[config.mk]
export PLATFORM = sky130hd
export DESIGN_NAME = spi_xfer_buffer_flat
export DESIGN_NICKNAME = d
export VERILOG_FILES = /design/src/rtl/spi_xfer_buffer_pkg.sv /design/src/rtl/spi_xfer_buffer_if.sv /design/src/rtl/spi_xfer_buffer_fifo.sv /design/src/rtl/spi_xfer_buffer.sv /design/src/flat_wrapper.sv
export SDC_FILE = /design/constraint.sdc
export NUM_CORES = 1
export LEC_CHECK = 0
export CORE_MARGIN = 2
export CORE_UTILIZATION = 52
export DETAILED_ROUTE_END_ITERATION = 6
export GPL_TIMING_DRIVEN = 0
export PLACE_DENSITY_LB_ADDON = 0.3
export SLEW_MARGIN = 25
export SYNTH_ARGS = -nofsm -noshare
export SYNTH_HDL_FRONTEND = slang
export SYNTH_HIERARCHICAL = 1
export SYNTH_SLANG_ARGS = --single-unit
[constraint.sdc]
create_clock -name clk -period 2.1 [get_ports clk]
set_input_delay 0.42 -clock clk [delete_from_list [all_inputs] [get_ports clk]]
set_output_delay 0.42 -clock clk [all_outputs]
set_load 0.02 [all_outputs]
[src/rtl/spi_xfer_buffer_pkg.sv]
// spi_xfer_buffer_pkg
// Shared types for the SPI transfer buffer slice.
// fifo_op_e names the four occupancy updates a FIFO can make in one cycle.
// Its encoding is {pop accepted, push accepted}.
package spi_xfer_buffer_pkg;

  typedef enum logic [1:0] {
    FIFO_IDLE = 2'b00,
    FIFO_PUSH = 2'b01,
    FIFO_POP  = 2'b10,
    FIFO_BOTH = 2'b11
  } fifo_op_e;

endpackage

[src/rtl/spi_xfer_buffer_if.sv]
// spi_xfer_buffer_if
// Bundles the SPI-engine and processing-unit signals of spi_xfer_buffer.
//   master : the side that drives ready/data_in and the PU requests (engine + PU)
//   slave  : the buffer itself
// Signals:
//   ready, data_in         word boundary level and received word from SPI engine
//   data_out               next word to shift out
//   pu_wr, pu_wr_data      TX push request and data
//   pu_rd, pu_rd_data      RX pop request and first-word-fall-through head
//   rx_count, tx_count     FIFO occupancies
//   rx_overflow, tx_underflow, clr_flags   sticky error flags and their clear
interface spi_xfer_buffer_if #(
  parameter int DATA_WIDTH = 8,
  parameter int BUF_SIZE   = 6
);
  localparam int CNT_WIDTH = $clog2(BUF_SIZE + 1);

  logic                  ready;
  logic [DATA_WIDTH-1:0] data_in;
  logic [DATA_WIDTH-1:0] data_out;
  logic                  pu_wr;
  logic [DATA_WIDTH-1:0] pu_wr_data;
  logic                  pu_rd;
  logic [DATA_WIDTH-1:0] pu_rd_data;
  logic [CNT_WIDTH-1:0]  rx_count;
  logic [CNT_WIDTH-1:0]  tx_count;
  logic                  rx_overflow;
  logic                  tx_underflow;
  logic                  clr_flags;

  modport master (
    output ready, data_in, pu_wr, pu_wr_data, pu_rd, clr_flags,
    input  data_out, pu_rd_data, rx_count, tx_count, rx_overflow, tx_underflow
  );

  modport slave (
    input  ready, data_in, pu_wr, pu_wr_data, pu_rd, clr_flags,
    output data_out, pu_rd_data, rx_count, tx_count, rx_overflow, tx_underflow
  );
endinterface

[src/rtl/spi_xfer_buffer_fifo.sv]
// spi_fifo
// Circular word FIFO with a separate occupancy counter; depth need not be a
// power of two, so the pointers wrap explicitly at BUF_SIZE-1.
// Ports:
//   clk, rst          clock, asynchronous active-high reset
//   push, push_data   write request and data
//   pop               read request (ignored when empty)
//   head              word at the read pointer (first-word-fall-through)
//   count             occupancy 0..BUF_SIZE
//   full, empty       occupancy status
// A push while full is accepted only if a pop is accepted in the same cycle.
// A pop while empty is dropped even if a push arrives (no bypass).
module spi_fifo
  import spi_xfer_buffer_pkg::*;
#(
  parameter int DATA_WIDTH = 8,
  parameter int BUF_SIZE   = 6
) (
  input  logic                           clk,
  input  logic                           rst,
  input  logic                           push,
  input  logic [DATA_WIDTH-1:0]          push_data,
  input  logic                           pop,
  output logic [DATA_WIDTH-1:0]          head,
  output logic [$clog2(BUF_SIZE+1)-1:0]  count,
  output logic                           full,
  output logic                           empty
);
  localparam int ADDR_WIDTH = $clog2(BUF_SIZE);
  localparam int CNT_WIDTH  = $clog2(BUF_SIZE + 1);
  localparam logic [ADDR_WIDTH-1:0] LAST_PTR = ADDR_WIDTH'(BUF_SIZE - 1);
  localparam logic [CNT_WIDTH-1:0]  MAX_CNT  = CNT_WIDTH'(BUF_SIZE);

  logic [DATA_WIDTH-1:0] r_mem [BUF_SIZE];
  logic [ADDR_WIDTH-1:0] r_wr_ptr;
  logic [ADDR_WIDTH-1:0] r_rd_ptr;
  logic [CNT_WIDTH-1:0]  r_count;

  logic     w_do_pop;
  logic     w_do_push;
  fifo_op_e w_op;

  assign empty     = (r_count == '0);
  assign full      = (r_count == MAX_CNT);
  assign w_do_pop  = pop & ~empty;
  assign w_do_push = push & (~full | w_do_pop);
  assign w_op      = fifo_op_e'({w_do_pop, w_do_push});

  assign head  = r_mem[r_rd_ptr];
  assign count = r_count;

  // Storage is deliberately left unreset; only pointers and count clear.
  always_ff @(posedge clk) begin
    if (w_do_push) begin
      r_mem[r_wr_ptr] <= push_data;
    end
  end

  always_ff @(posedge clk or posedge rst) begin
    if (rst) begin
      r_wr_ptr <= '0;
      r_rd_ptr <= '0;
      r_count  <= '0;
    end else begin
      if (w_do_push) begin
        r_wr_ptr <= (r_wr_ptr == LAST_PTR) ? '0 : r_wr_ptr + 1'b1;
      end
      if (w_do_pop) begin
        r_rd_ptr <= (r_rd_ptr == LAST_PTR) ? '0 : r_rd_ptr + 1'b1;
      end
      case (w_op)
        FIFO_PUSH: r_count <= r_count + 1'b1;
        FIFO_POP:  r_count <= r_count - 1'b1;
        default:   r_count <= r_count;
      endcase
    end
  end
endmodule

[src/rtl/spi_xfer_buffer.sv]
// spi_xfer_buffer
// Two independent FIFOs between the SPI byte engine and the PU:
//   RX: SPI -> PU (pushed on each word boundary, popped by pu_rd)
//   TX: PU -> SPI (pushed by pu_wr, popped on each word boundary)
// Ports:
//   clk   system clock (rising edge)
//   rst   asynchronous active-high reset
//   bus   spi_xfer_buffer_if.slave: ready/data_in/data_out toward the SPI
//         engine, pu_* requests, counts and sticky flags toward the PU.
// Handshake: ready is a level that may stay high for several cycles; exactly
// one transfer happens on the first clock where ready is seen high after being
// low. pu_wr/pu_rd are single-cycle requests acted on at every clock where high;
// no acknowledge is returned, the counts tell the PU whether it took effect.
module spi_xfer_buffer #(
  parameter int                    DATA_WIDTH = 8,
  parameter int                    BUF_SIZE   = 6,
  parameter logic [DATA_WIDTH-1:0] FILL       = '0
) (
  input logic               clk,
  input logic               rst,
  spi_xfer_buffer_if.slave  bus
);
  logic                  r_ready_d;
  logic [DATA_WIDTH-1:0] r_data_out;
  logic                  r_rx_overflow;
  logic                  r_tx_underflow;

  logic                  w_xfer;
  logic                  w_rx_full;
  logic                  w_rx_empty_unused;
  logic                  w_tx_empty;
  logic                  w_tx_full_unused;
  logic [DATA_WIDTH-1:0] w_tx_head;
  logic                  w_ovf_set;
  logic                  w_unf_set;

  assign w_xfer = bus.ready & ~r_ready_d;

  // A full RX still accepts the word if the PU frees a slot this cycle.
  assign w_ovf_set = w_xfer & w_rx_full & ~bus.pu_rd;
  // An empty TX underflows even if the PU writes in the same cycle.
  assign w_unf_set = w_xfer & w_tx_empty;

  spi_fifo #(
    .DATA_WIDTH (DATA_WIDTH),
    .BUF_SIZE   (BUF_SIZE)
  ) u_rx_fifo (
    .clk       (clk),
    .rst       (rst),
    .push      (w_xfer),
    .push_data (bus.data_in),
    .pop       (bus.pu_rd),
    .head      (bus.pu_rd_data),
    .count     (bus.rx_count),
    .full      (w_rx_full),
    .empty     (w_rx_empty_unused)
  );

  spi_fifo #(
    .DATA_WIDTH (DATA_WIDTH),
    .BUF_SIZE   (BUF_SIZE)
  ) u_tx_fifo (
    .clk       (clk),
    .rst       (rst),
    .push      (bus.pu_wr),
    .push_data (bus.pu_wr_data),
    .pop       (w_xfer),
    .head      (w_tx_head),
    .count     (bus.tx_count),
    .full      (w_tx_full_unused),
    .empty     (w_tx_empty)
  );

  always_ff @(posedge clk or posedge rst) begin
    if (rst) begin
      r_ready_d      <= 1'b0;
      r_data_out     <= FILL;
      r_rx_overflow  <= 1'b0;
      r_tx_underflow <= 1'b0;
    end else begin
      r_ready_d <= bus.ready;
      if (w_xfer) begin
        r_data_out <= w_tx_empty ? FILL : w_tx_head;
      end
      // Set has priority over clear so an error in the clearing cycle survives.
      if (w_ovf_set) begin
        r_rx_overflow <= 1'b1;
      end else if (bus.clr_flags) begin
        r_rx_overflow <= 1'b0;
      end
      if (w_unf_set) begin
        r_tx_underflow <= 1'b1;
      end else if (bus.clr_flags) begin
        r_tx_underflow <= 1'b0;
      end
    end
  end

  assign bus.data_out     = r_data_out;
  assign bus.rx_overflow  = r_rx_overflow;
  assign bus.tx_underflow = r_tx_underflow;
endmodule

[src/flat_wrapper.sv]
// flat-port wrapper written by rule: the top's interface ports become plain ports
module spi_xfer_buffer_flat 
#(
  parameter int                    DATA_WIDTH = 8,
  parameter int                    BUF_SIZE   = 6,
  parameter logic [DATA_WIDTH-1:0] FILL       = '0
)
  (clk, rst, bus_ready, bus_data_in, bus_pu_wr, bus_pu_wr_data, bus_pu_rd, bus_clr_flags, bus_data_out, bus_pu_rd_data, bus_rx_count, bus_tx_count, bus_rx_overflow, bus_tx_underflow);
  spi_xfer_buffer_if #(.DATA_WIDTH(DATA_WIDTH), .BUF_SIZE(BUF_SIZE)) bus_i ();
  input logic clk;
  input logic rst;
  input wire logic [$bits(bus_i.ready)-1:0] bus_ready;
  input wire logic [$bits(bus_i.data_in)-1:0] bus_data_in;
  input wire logic [$bits(bus_i.pu_wr)-1:0] bus_pu_wr;
  input wire logic [$bits(bus_i.pu_wr_data)-1:0] bus_pu_wr_data;
  input wire logic [$bits(bus_i.pu_rd)-1:0] bus_pu_rd;
  input wire logic [$bits(bus_i.clr_flags)-1:0] bus_clr_flags;
  output wire logic [$bits(bus_i.data_out)-1:0] bus_data_out;
  output wire logic [$bits(bus_i.pu_rd_data)-1:0] bus_pu_rd_data;
  output wire logic [$bits(bus_i.rx_count)-1:0] bus_rx_count;
  output wire logic [$bits(bus_i.tx_count)-1:0] bus_tx_count;
  output wire logic [$bits(bus_i.rx_overflow)-1:0] bus_rx_overflow;
  output wire logic [$bits(bus_i.tx_underflow)-1:0] bus_tx_underflow;
  assign bus_i.ready = bus_ready;
  assign bus_i.data_in = bus_data_in;
  assign bus_i.pu_wr = bus_pu_wr;
  assign bus_i.pu_wr_data = bus_pu_wr_data;
  assign bus_i.pu_rd = bus_pu_rd;
  assign bus_i.clr_flags = bus_clr_flags;
  assign bus_data_out = bus_i.data_out;
  assign bus_pu_rd_data = bus_i.pu_rd_data;
  assign bus_rx_count = bus_i.rx_count;
  assign bus_tx_count = bus_i.tx_count;
  assign bus_rx_overflow = bus_i.rx_overflow;
  assign bus_tx_underflow = bus_i.tx_underflow;
  spi_xfer_buffer #(.DATA_WIDTH(DATA_WIDTH), .BUF_SIZE(BUF_SIZE), .FILL(FILL)) u_core (.clk(clk), .rst(rst), .bus(bus_i));
endmodule
==> impl_metrics.json <==
{
  "outcome": "complete, but fails checks",
  "failed_checks": "setup timing",
  "grt_max_degree": 17,
  "synth_nets": 363,
  "drv_cap": 0,
  "viasPerCell": 5.61,
  "ys_warn_count": 6,
  "grt-ovfl-total": 0,
  "drc": 0,
  "die_area_sq_um": 11300,
  "clockRootBuffer": "clkbuf_8",
  "drtIter0Drc": 198,
  "antennaDiodeCount": 0,
  "firstDrtPassIters": 7,
  "fin_crit_ns": 2.30,
  "post_dp_cell_area_sq_um": 6080,
  "via_count": 3173,
  "fmax_mhz": 436,
  "nets": 441,
  "cts_tree": "built",
  "timing_worst_setup_path_type": "register to output port",
  "antenna_found_initial": 0,
  "finalWirelength_um": 10500,
  "rsz0062_at_grt": "yes",
  "finalWeightedCongestion": 0.751,
  "setup_ws_ns": -0.196,
  "syn_to_final_growth_pct": 26.8,
  "synthesis.instances": 339,
  "dpl.hpwl_um": 6440,
  "die_w_um": 106,
  "setup_tns_ns": -1.42,
  "track_usage": 0.201,
  "io_buffers": 45,
  "cts-htree-levels": 4,
  "grt_pass1_vias": 3138,
  "worstMarginPinSlew_ns": 0.905,
  "cts_buffers": 17,
  "fp.dieH_um": 106,
  "crit_fanout": 5,
  "cts.hold.buffers_added": 0,
  "start_util": 0.531,
  "routed_wire_length_per_instance_um": 18.6,
  "placed_cells": 521,
  "cts_sinks": 125,
  "cts.path.max_buffers": 2,
  "row_count": 37,
  "final_cell_area_sq_um": 6890,
  "period_share": 1.09,
  "critPathLaunchType": "register",
  "power_density_nw_per_um2": 1450,
  "slew_headroom": 0.394,
  "clock_latency_ns": 0.51,
  "setup_viol": 8,
  "slew_viol_final": 0,
  "ios": 46,
  "endpoint_kind": "output port",
  "ir_worst_vdd_uv": 907,
  "clkTransAtPathRegs_ns": 0.06,
  "p_total_uw": 9960,
  "required_ns": 1.68,
  "core-area_sq_um": 10200,
  "cellLeakagePower_uw": 0.00258,
  "n_fill_cell": 705,
  "fin_cells": 566,
  "ant_nets": 0,
  "syn_avg_cell_area_sq_um": 16.0,
  "netlist_area_sq_um": 5430,
  "hp-class": "input port to register",
  "skew_ns": 0.00576,
  "grt_pass1_wl_um": 16600,
  "drive_gt1_frac": 0.321,
  "crit_arrival_ns": 1.88,
  "hold_viol_final": 0
}
[stage by stage]
step            util  worst slack [ns]  hold WS, ns
3_3_place_gp   0.592             -1.12        0.502
2_1_floorplan      -           -0.0375        0.248
3_5_place_dp   0.594            -0.738        0.515
4_1_cts        0.665            -0.288        0.178
5_1_grt        0.673            -0.271        0.180
6_report       0.673            -0.196        0.204
[final cells by class]
cell class / count / area [sq um] / share of cell area
buffer: 17 / 139 / 0.0202
clock buffer: 20 / 445 / 0.0646
timing repair buffer: 60 / 583 / 0.0846
sequential: 125 / 3610 / 0.525
inverter: 12 / 45.0 / 0.00654
tap: 136 / 170 / 0.0247
clock inverter: 12 / 139 / 0.0202
multi-input combinational: 184 / 1750 / 0.255
[critical path, cell delays in order, from the launching register on]
cell and delay [ns]:
dfrtp_2 0.38, buf_8 0.14, mux4_2 0.50, nor2_1 0.13
a21oi_1 0.05, buf_2 0.17
[power breakdown]
part	switching (uW)	internal (uW)	total [uW]
logic	1830	1830	3670
registers	357	3130	3480
clock network	1050	1760	2810
total	3240	6720	9960
[cell usage in the layout (no fill, tap or decap), drive strengths merged, types with 2 or more instances in the layout]
cell and n:
a31oi 2, mux2 10, o21ai 9, clkinvlp 4, xnor2 5, clkbuf 22
clkinv 4, a21oi 19, inv 14, nor3b 6, clkdlybuf4s50 35, or2 2
fa 2, nor2 24, mux2i 18, nor3 7, bufinv 2, a32o 2
nand2b 7, dlygate4sd2 2, a21o 7, mux4 16, o22ai 4, nand3 3
dfrtp 29, edfxtp 96, buf 37, or3 3, nor2b 11, nand3b 2
xor2 2, nand2 9, a221o 2, o21a 2
[per-layer routing]
| layer | GRT usage | vias to the layer above | part of all wire |
|---|---|---|---|
| li1 | - | 1450 | - |
| met1 | 0.268 | 1627 | 0.43 |
| met2 | 0.326 | 84 | 0.51 |
| met3 | 0.0570 | 12 | 0.048 |
| met4 | 0.0573 | 0 | 0.0091 |
| met5 | 0 | - | 0 |
[timing repair]
| item | CTS | global route |
|---|---|---|
| hold endpoints to repair | 0 | 0 |
| endpoints found under the setup margin | 78 | 28 |
| pin swaps | 3 | 6 |
| setup buffers | 7 | 6 |
| gates resized for setup | 55 | 17 |
| gates cloned | 2 | 0 |
[path summary, 6_finish.rpt]
| kind | from | end | slack, ns | depth (start not counted) |
|---|---|---|---|---|
| min in group asynchronous | rst | u_core/u_tx_fifo/count[1]$_DFFE_PP0P_ | 0.25 | 2 |
| setup / recovery | u_core/u_rx_fifo/r_rd_ptr[0]$_DFFE_PP0N_ | bus_pu_rd_data[7] | -0.20 | 5 |
| max in group asynchronous | rst | u_core/bus.data_out[5]$_DFFE_PP0N_ | 1.46 | 2 |
| hold / removal | bus_ready | u_core/r_ready_d$_DFF_PP0_ | 0.20 | 1 |
| setup reg to reg | u_core/r_ready_d$_DFF_PP0_ | u_core/u_tx_fifo/count[1]$_DFFE_PP0P_ | 0 | 8 |
| hold reg to reg | u_core/bus.data_out[2]$_DFFE_PP0N_ | u_core/bus.data_out[2]$_DFFE_PP0N_ | 0.53 | 1 |
[registers in the layout, summed over array words and instances (netlist names)]
name / cells
u_core/r_ready_d: 1
u_core/u_rx_fifo/r_mem: 48
u_core/u_rx_fifo/r_wr_ptr: 3
u_core/u_rx_fifo/r_rd_ptr: 3
u_core/u_rx_fifo/count: 3
u_core/u_tx_fifo/r_rd_ptr: 3
u_core/u_tx_fifo/r_wr_ptr: 3
u_core/u_tx_fifo/count: 3
u_core/bus.rx_overflow: 1
u_core/bus.tx_underflow: 1
u_core/bus.data_out: 8
u_core/u_tx_fifo/r_mem: 48
Power figures use the tool's default switching activity.
